$ cat src/rtl/alu_pkg.sv
// Shared types and constants for the ALU arbiter slice.
// Holds data/opcode widths, ALU opcode and FSM state enums, compare result
// encodings, the request payload struct and an opcode validity helper.
package alu_pkg;

  localparam int unsigned DATA_W = 16;
  localparam int unsigned OP_W   = 3;

  typedef enum logic [OP_W-1:0] {
    SUB  = 3'b000,
    ADD  = 3'b001,
    LSL  = 3'b010,
    NEG  = 3'b011,
    PASS = 3'b100,
    CMP  = 3'b101
  } alu_op_t;

  typedef enum logic [1:0] {
    IDLE = 2'd0,
    EXEC = 2'd1,
    RESP = 2'd2
  } arb_state_t;

  // Results produced by the ALU for CMP
  localparam logic [DATA_W-1:0] CMP_EQ = DATA_W'(0);
  localparam logic [DATA_W-1:0] CMP_GT = DATA_W'(1);
  localparam logic [DATA_W-1:0] CMP_LT = DATA_W'(2);

  typedef struct packed {
    logic [OP_W-1:0]   op;
    logic [DATA_W-1:0] a;
    logic [DATA_W-1:0] b;
  } alu_req_t;

  // Opcodes 110/111 are undefined for the ALU
  function automatic logic op_is_valid(input logic [OP_W-1:0] op);
    return op <= OP_W'(CMP);
  endfunction

endpackage

$ cat src/rtl/alu_arbiter_if.sv
// Bundle of the two request channels, the response channel and the ALU
// connection. slave: the arbiter side; master: requesters + ALU side.
interface alu_arbiter_if;
  import alu_pkg::*;

  logic              req0_valid;
  logic              req0_ready;
  logic [OP_W-1:0]   req0_op;
  logic [DATA_W-1:0] req0_a;
  logic [DATA_W-1:0] req0_b;

  logic              req1_valid;
  logic              req1_ready;
  logic [OP_W-1:0]   req1_op;
  logic [DATA_W-1:0] req1_a;
  logic [DATA_W-1:0] req1_b;

  logic              rsp_valid;
  logic              rsp_id;
  logic [DATA_W-1:0] rsp_data;
  logic              rsp_err;
  logic              rsp_ready;

  logic [OP_W-1:0]   alu_op;
  logic [DATA_W-1:0] alu_src_a;
  logic [DATA_W-1:0] alu_src_b;
  logic [DATA_W-1:0] alu_result;

  modport slave (
    input  req0_valid, req0_op, req0_a, req0_b,
    input  req1_valid, req1_op, req1_a, req1_b,
    input  rsp_ready, alu_result,
    output req0_ready, req1_ready,
    output rsp_valid, rsp_id, rsp_data, rsp_err,
    output alu_op, alu_src_a, alu_src_b
  );

  modport master (
    output req0_valid, req0_op, req0_a, req0_b,
    output req1_valid, req1_op, req1_a, req1_b,
    output rsp_ready, alu_result,
    input  req0_ready, req1_ready,
    input  rsp_valid, rsp_id, rsp_data, rsp_err,
    input  alu_op, alu_src_a, alu_src_b
  );

endinterface

$ cat src/rtl/alu_arbiter_rr_arb2.sv
// Two-way round-robin arbiter.
// Ports: clk, rst_n, req[1:0] requests, advance (grant was taken),
// gnt[1:0] one-hot combinational grant. Pointer 0 favours req[0].
module rr_arb2 (
  input  logic       clk,
  input  logic       rst_n,
  input  logic [1:0] req,
  input  logic       advance,
  output logic [1:0] gnt
);

  logic ptr_q, ptr_d;

  // Grant and next pointer: winner hands priority to the other side
  always_comb begin
    gnt   = 2'b00;
    ptr_d = ptr_q;
    case (req)
      2'b01:   gnt = 2'b01;
      2'b10:   gnt = 2'b10;
      2'b11:   gnt = ptr_q ? 2'b10 : 2'b01;
      default: gnt = 2'b00;
    endcase
    if (advance && (gnt != 2'b00)) ptr_d = gnt[0];
  end

  always_ff @(posedge clk or negedge rst_n) begin
    if (!rst_n) ptr_q <= 1'b0;
    else        ptr_q <= ptr_d;
  end

endmodule

$ cat src/rtl/alu_arbiter.sv
// Shares one combinational 16-bit ALU between two requesters.
// Ports: clk, rst_n (async active-low), bus (slave modport) carrying both
// request handshakes, the response handshake and the ALU drive/result.
// Flow: IDLE grants and latches operands, EXEC drives the ALU for one
// cycle and captures the result, RESP holds it until rsp_ready.
module alu_arbiter
  import alu_pkg::*;
(
  input  logic          clk,
  input  logic          rst_n,
  alu_arbiter_if.slave  bus
);

  arb_state_t        state_q, state_d;
  logic              id_q, id_d;
  logic [OP_W-1:0]   op_q, op_d;
  logic [OP_W-1:0]   alu_op_q, alu_op_d;
  logic [DATA_W-1:0] src_a_q, src_a_d;
  logic [DATA_W-1:0] src_b_q, src_b_d;
  logic              rsp_valid_q, rsp_valid_d;
  logic              rsp_id_q, rsp_id_d;
  logic [DATA_W-1:0] rsp_data_q, rsp_data_d;
  logic              rsp_err_q, rsp_err_d;

  logic [1:0] gnt;
  logic       idle;
  logic       take;
  alu_req_t   sel_req;

  assign idle = (state_q == IDLE);
  // Any grant in IDLE is a handshake since grants only go to valid requesters
  assign take = idle && (gnt != 2'b00);

  rr_arb2 u_rr_arb2 (
    .clk     (clk),
    .rst_n   (rst_n),
    .req     ({bus.req1_valid, bus.req0_valid}),
    .advance (take),
    .gnt     (gnt)
  );

  // Ready is gated by rst_n so no handshake is offered while held in reset
  assign bus.req0_ready = rst_n && idle && gnt[0];
  assign bus.req1_ready = rst_n && idle && gnt[1];

  assign sel_req = gnt[1] ? alu_req_t'{op: bus.req1_op, a: bus.req1_a, b: bus.req1_b}
                          : alu_req_t'{op: bus.req0_op, a: bus.req0_a, b: bus.req0_b};

  // Next-state and datapath register updates
  always_comb begin
    state_d     = state_q;
    id_d        = id_q;
    op_d        = op_q;
    alu_op_d    = alu_op_q;
    src_a_d     = src_a_q;
    src_b_d     = src_b_q;
    rsp_valid_d = rsp_valid_q;
    rsp_id_d    = rsp_id_q;
    rsp_data_d  = rsp_data_q;
    rsp_err_d   = rsp_err_q;

    case (state_q)
      IDLE: begin
        if (take) begin
          id_d     = gnt[1];
          op_d     = sel_req.op;
          // Undefined opcodes are replaced so the ALU only sees legal ops
          alu_op_d = op_is_valid(sel_req.op) ? sel_req.op : OP_W'(PASS);
          src_a_d  = sel_req.a;
          src_b_d  = sel_req.b;
          state_d  = EXEC;
        end
      end
      EXEC: begin
        rsp_valid_d = 1'b1;
        rsp_id_d    = id_q;
        rsp_err_d   = !op_is_valid(op_q);
        rsp_data_d  = op_is_valid(op_q) ? bus.alu_result : DATA_W'(0);
        state_d     = RESP;
      end
      RESP: begin
        if (bus.rsp_ready) begin
          rsp_valid_d = 1'b0;
          state_d     = IDLE;
        end
      end
      default: state_d = IDLE;
    endcase
  end

  always_ff @(posedge clk or negedge rst_n) begin
    if (!rst_n) begin
      state_q     <= IDLE;
      id_q        <= 1'b0;
      op_q        <= OP_W'(PASS);
      alu_op_q    <= OP_W'(PASS);
      src_a_q     <= '0;
      src_b_q     <= '0;
      rsp_valid_q <= 1'b0;
      rsp_id_q    <= 1'b0;
      rsp_data_q  <= '0;
      rsp_err_q   <= 1'b0;
    end else begin
      state_q     <= state_d;
      id_q        <= id_d;
      op_q        <= op_d;
      alu_op_q    <= alu_op_d;
      src_a_q     <= src_a_d;
      src_b_q     <= src_b_d;
      rsp_valid_q <= rsp_valid_d;
      rsp_id_q    <= rsp_id_d;
      rsp_data_q  <= rsp_data_d;
      rsp_err_q   <= rsp_err_d;
    end
  end

  assign bus.alu_op    = alu_op_q;
  assign bus.alu_src_a = src_a_q;
  assign bus.alu_src_b = src_b_q;
  assign bus.rsp_valid = rsp_valid_q;
  assign bus.rsp_id    = rsp_id_q;
  assign bus.rsp_data  = rsp_data_q;
  assign bus.rsp_err   = rsp_err_q;

endmodule
$ cat src/flat_wrapper.sv
// flat-port wrapper written by rule: the top's interface ports become plain ports
module alu_arbiter_flat import alu_pkg::*;
  (clk, rst_n, bus_req0_valid, bus_req0_op, bus_req0_a, bus_req0_b, bus_req1_valid, bus_req1_op, bus_req1_a, bus_req1_b, bus_rsp_ready, bus_alu_result, bus_req0_ready, bus_req1_ready, bus_rsp_valid, bus_rsp_id, bus_rsp_data, bus_rsp_err, bus_alu_op, bus_alu_src_a, bus_alu_src_b);
  alu_arbiter_if bus_i ();
  input  logic clk;
  input  logic rst_n;
  input wire logic [$bits(bus_i.req0_valid)-1:0] bus_req0_valid;
  input wire logic [$bits(bus_i.req0_op)-1:0] bus_req0_op;
  input wire logic [$bits(bus_i.req0_a)-1:0] bus_req0_a;
  input wire logic [$bits(bus_i.req0_b)-1:0] bus_req0_b;
  input wire logic [$bits(bus_i.req1_valid)-1:0] bus_req1_valid;
  input wire logic [$bits(bus_i.req1_op)-1:0] bus_req1_op;
  input wire logic [$bits(bus_i.req1_a)-1:0] bus_req1_a;
  input wire logic [$bits(bus_i.req1_b)-1:0] bus_req1_b;
  input wire logic [$bits(bus_i.rsp_ready)-1:0] bus_rsp_ready;
  input wire logic [$bits(bus_i.alu_result)-1:0] bus_alu_result;
  output wire logic [$bits(bus_i.req0_ready)-1:0] bus_req0_ready;
  output wire logic [$bits(bus_i.req1_ready)-1:0] bus_req1_ready;
  output wire logic [$bits(bus_i.rsp_valid)-1:0] bus_rsp_valid;
  output wire logic [$bits(bus_i.rsp_id)-1:0] bus_rsp_id;
  output wire logic [$bits(bus_i.rsp_data)-1:0] bus_rsp_data;
  output wire logic [$bits(bus_i.rsp_err)-1:0] bus_rsp_err;
  output wire logic [$bits(bus_i.alu_op)-1:0] bus_alu_op;
  output wire logic [$bits(bus_i.alu_src_a)-1:0] bus_alu_src_a;
  output wire logic [$bits(bus_i.alu_src_b)-1:0] bus_alu_src_b;
  assign bus_i.req0_valid = bus_req0_valid;
  assign bus_i.req0_op = bus_req0_op;
  assign bus_i.req0_a = bus_req0_a;
  assign bus_i.req0_b = bus_req0_b;
  assign bus_i.req1_valid = bus_req1_valid;
  assign bus_i.req1_op = bus_req1_op;
  assign bus_i.req1_a = bus_req1_a;
  assign bus_i.req1_b = bus_req1_b;
  assign bus_i.rsp_ready = bus_rsp_ready;
  assign bus_i.alu_result = bus_alu_result;
  assign bus_req0_ready = bus_i.req0_ready;
  assign bus_req1_ready = bus_i.req1_ready;
  assign bus_rsp_valid = bus_i.rsp_valid;
  assign bus_rsp_id = bus_i.rsp_id;
  assign bus_rsp_data = bus_i.rsp_data;
  assign bus_rsp_err = bus_i.rsp_err;
  assign bus_alu_op = bus_i.alu_op;
  assign bus_alu_src_a = bus_i.alu_src_a;
  assign bus_alu_src_b = bus_i.alu_src_b;
  alu_arbiter u_core (.clk(clk), .rst_n(rst_n), .bus(bus_i));
endmodule
$ cat config.mk
export PLATFORM = sky130hd
export DESIGN_NAME = alu_arbiter_flat
export DESIGN_NICKNAME = d
export VERILOG_FILES = /design/src/rtl/alu_pkg.sv /design/src/rtl/alu_arbiter_if.sv /design/src/rtl/alu_arbiter_rr_arb2.sv /design/src/rtl/alu_arbiter.sv /design/src/flat_wrapper.sv
export SDC_FILE = /design/constraint.sdc
export NUM_CORES = 1
export LEC_CHECK = 0
export ABC_AREA = 0
export CORE_UTILIZATION = 39
export DETAILED_ROUTE_END_ITERATION = 7
export MAX_ROUTING_LAYER = met4
export PLACE_DENSITY = 0.8
export SETUP_SLACK_MARGIN = 0.02
export SLEW_MARGIN = 10
export SYNTH_ARGS = -nofsm -noshare
export SYNTH_HDL_FRONTEND = slang
export SYNTH_SLANG_ARGS = --single-unit
$ cat constraint.sdc
create_clock -name clk -period 1.6 [get_ports clk]
set_clock_uncertainty 0.1 [all_clocks]
set_input_delay 0.16 -clock clk [delete_from_list [all_inputs] [get_ports clk]]
set_output_delay 0.16 -clock clk [all_outputs]
set_load 0.01 [all_outputs]
==> flow_metrics.env <==
export IMPL_status="complete, but fails checks"
export IMPL_violations="hold timing"
export IMPL_vias=2884
export IMPL_clock_latency_ns=0.33
export IMPL_crit_fanout=2
export IMPL_fmax_mhz=634
export IMPL_max_vdd_ir_drop_mv=0.794
export IMPL_finalInstanceArea_um2=4650
export IMPL_drtIter0Drc=170
export IMPL_yosys_warnings=0
export IMPL_switchingPower_uw=2910
export IMPL_sw_frac_of_total_pct=34.2
export IMPL_grt_max_degree=59
export IMPL_cp_start_kind="flip-flop"
export IMPL_wl_per_cell_um=16.4
export IMPL_core_um2=6830
export IMPL_path_cells="nor2_4, buf_6, nand2_2, nor3_2, buf_2"
export IMPL_cts_sinks=60
export IMPL_min_path_type="input port to asynchronous set/reset pin"
export IMPL_synth_nets=372
export IMPL_syn_area_per_cell_um2=9.90
export IMPL_antenna_cells=0
export IMPL_hpwl_mm=5.96
export IMPL_required_ns=1.34
export IMPL_grt_pass1_wl_mm=13.7
export IMPL_cpPeakStageDelay_ns=0.40
export IMPL_ys_types=33
export IMPL_start_util_pct=40.7
export IMPL_grt_setup_unrepaired="yes"
export IMPL_antenna_found_initial=0
export IMPL_critical_path_arrival_ns=1.32
export IMPL_crit_slowest_cell="dfrtp_1"
export IMPL_drt_pass1_iter_count=4
export IMPL_combinationalPowerShare_pct=48.4
export IMPL_numCtsBuffers=9
export IMPL_die_width_um=86.5
export IMPL_postRouteAntennaNets=0
export IMPL_syn2layout_area_growth_pct=67.2
export IMPL_clockRootBuffer="clkbuf_8"
export IMPL_grt_util_all_layers_pct=24.8
export IMPL_holdWs_ns=-0.0242
export IMPL_maxCapViolations=0
export IMPL_seqPwrFrac_pct=31.7
export IMPL_ys_seq_area_share_pct=54.0
export IMPL_nNetsFinal=523
export IMPL_cts_htree_levels=3
export IMPL_io_buffer_count=146
export IMPL_power_internal_uw=5590
export IMPL_slew_headroom_pct=50.9
export IMPL_hold_viol=8
export IMPL_cp_end_kind="output pin"
export IMPL_p_per_area_nw_per_um2=1830
export IMPL_layout_drive_gt1_share_pct=11.9
export IMPL_synth_seq_cells=60
export IMPL_layout_min_cycle_time_ns=1.58
export IMPL_final_cell_mix="141 x clkdlybuf4s50_1, 58 x dfrtp_1, 39 x a21oi_1"
export IMPL_clkPwrFrac_pct=19.9
export IMPL_path_clk_slew_ns=0.07
export IMPL_ioPinCount=147
export IMPL_final_common_cell="clkdlybuf4s50_1"
export IMPL_syn_area_um2=2780
export IMPL_critical_path_class="flip-flop to output pin"
export IMPL_worstMarginPinSlew_ns=0.736
export IMPL_fin_tns_setup_ns=0
export IMPL_placed_area_um2=4360
export IMPL_wirelength_mm=8.72
export IMPL_cts_max_path_buffers=2
export IMPL_grt_overflow=0
export IMPL_die_h_um=86.5
export IMPL_rows=30
export IMPL_fillCellCount=573
export IMPL_grt_pass1_vias=2863
export IMPL_cts_tree="yes"
export IMPL_finalCritPeriodShare_pct=98.5
export IMPL_gp_congestion=0.765
export IMPL_power_leakage_uw=0.00188
export IMPL_slew_viol_final=0
export IMPL_dieArea_um2=7480
export IMPL_drc=0
export IMPL_syn_inst=281
export IMPL_viasPerCell=5.41
export IMPL_setup_violations=0
==> synth_stat cells <==
master | instances | area [um^2]
dfrtp_1 | 58 | 1450
a21oi_1 | 39 | 195
a31oi_1 | 36 | 225
nand3_1 | 34 | 170
o21ai_0 | 34 | 170
a22o_1 | 17 | 149
buf_2 | 13 | 65.1
clkbuf_1 | 10 | 37.5
buf_6 | 5 | 56.3
nand2_1 | 4 | 15.0
inv_1 | 3 | 11.3
a32o_1 | 2 | 20.0
dfstp_2 | 2 | 52.6
nand2b_1 | 2 | 12.5
nor2_1 | 2 | 7.51
nor2b_1 | 2 | 12.5
o21ai_1 | 2 | 10.0
a21boi_0 | 1 | 7.51
a21oi_2 | 1 | 8.76
a31oi_2 | 1 | 12.5
and2_1 | 1 | 6.26
and3_1 | 1 | 6.26
buf_1 | 1 | 3.75
buf_4 | 1 | 7.51
inv_4 | 1 | 6.26
mux2_2 | 1 | 11.3
nand2_4 | 1 | 11.3
nand4_1 | 1 | 6.26
nand4b_1 | 1 | 8.76
nor2_2 | 1 | 6.26
nor3_1 | 1 | 5.00
o21a_1 | 1 | 7.51
or2_1 | 1 | 6.26
==> sequential cells by signal, indices dropped and copies added (netlist names) <==
register                flops
u_core.bus.alu_op           3
u_core.bus.alu_src_a       16
u_core.bus.alu_src_b       16
u_core.bus.rsp_data        16
u_core.bus.rsp_err          1
u_core.bus.rsp_id           1
u_core.bus.rsp_valid        1
u_core.id_q                 1
u_core.op_q                 2
u_core.state_q              2
u_core.u_rr_arb2.ptr_q      1
==> path summary, 6_finish.rpt <==
path / startpoint / slack [ns] / to / cells past startpoint
worst max-delay path: u_core.state_q[1]$_DFFE_PN0P_ / 0.02 / bus_req1_ready / 5
worst min-delay path: rst_n / -0.02 / u_core.bus.alu_src_a[14]$_DFFE_PN0P_ / 2
worst max register to register: u_core.state_q[1]$_DFFE_PN0P_ / 0.04 / u_core.bus.alu_op[0]$_DFFE_PN0P_ / 6
worst min register to register: u_core.bus.rsp_data[2]$_DFFE_PN0P_ / 0.40 / u_core.bus.rsp_data[2]$_DFFE_PN0P_ / 1
max in group asynchronous: rst_n / 0.92 / u_core.state_q[1]$_DFFE_PN0P_ / 2
min in group clk: bus_req1_valid / 0.29 / u_core.u_rr_arb2.ptr_q$_DFFE_PN0P_ / 3
==> final cells by class <==
| type | count | area, um^2 | share of cell area [%] |
|---|---|---|---|
| Clock buffer | 12 | 155 | 3.33 |
| Clock inverter | 4 | 95.1 | 2.04 |
| Inverter | 4 | 27.5 | 0.592 |
| Multi-Input combinational cell | 187 | 1110 | 23.8 |
| Sequential cell | 60 | 1500 | 32.3 |
| Tap cell | 96 | 120 | 2.58 |
| Timing Repair Buffer | 170 | 1650 | 35.4 |
==> cell families (layout without fill, tap and decap cells) <==
logic type             Yosys count  count (layout)  synth area share (%)
flip-flops                      60              60                  54.0
AO/OA/AOI/OAI                  134             134                  29.0
AND/OR/NAND/NOR                 52              52                  9.85
buffers and inverters           34             190                  6.74
multiplexers                     1               1                 0.405
==> timing repair <==
item | 4_1_cts | 5_1_grt
hold buffers | 1 | 0
buffers inserted | 1 | 0
hold endpoints to repair | 2 | 0
resized for setup | 13 | 6
setup endpoints to repair | 39 | 40
pin swaps | 2 | 1
==> layer usage <==
layer  vias to the layer above  track usage, %  part of all wire, %
met5                         -               -                    0
met4                         0            8.94                  1.5
met3                        11            5.90                  6.4
met2                       132            42.4                   50
met1                      1383            28.4                   42
li1                       1358               -                    -
==> through the flow <==
stage | instances | total power [uW] | utilization (%) | setup WS (ns)
floorplan | 281 | 4630 | - | 0.126
global placement | 515 | 6620 | 63.8 | -0.276
detailed placement | 515 | 6730 | 63.8 | -0.394
CTS | 533 | 8520 | 67.8 | -0.0461
global route | 533 | 9010 | 68.1 | -0.0234
finish | 533 | 8500 | 68.1 | 0.0239
==> critical path: cells and delay by family, from the launching register on <==
kind	cells	cell delay, ns
DFF	1	0.40
and+or+nand+nor	3	0.31
buffers and inverters	2	0.28
==> power groups by stage <==
stage,Sequential [uW],Clock [uW],Combinational (uW)
CTS,2690,1730,4100
detailed placement,2710,0,4020
global route,2770,1800,4440
finish,2690,1690,4110
global placement,2680,0,3940
floorplan,2980,0,1650
Note: power is estimated with default switching activity, not from simulation.
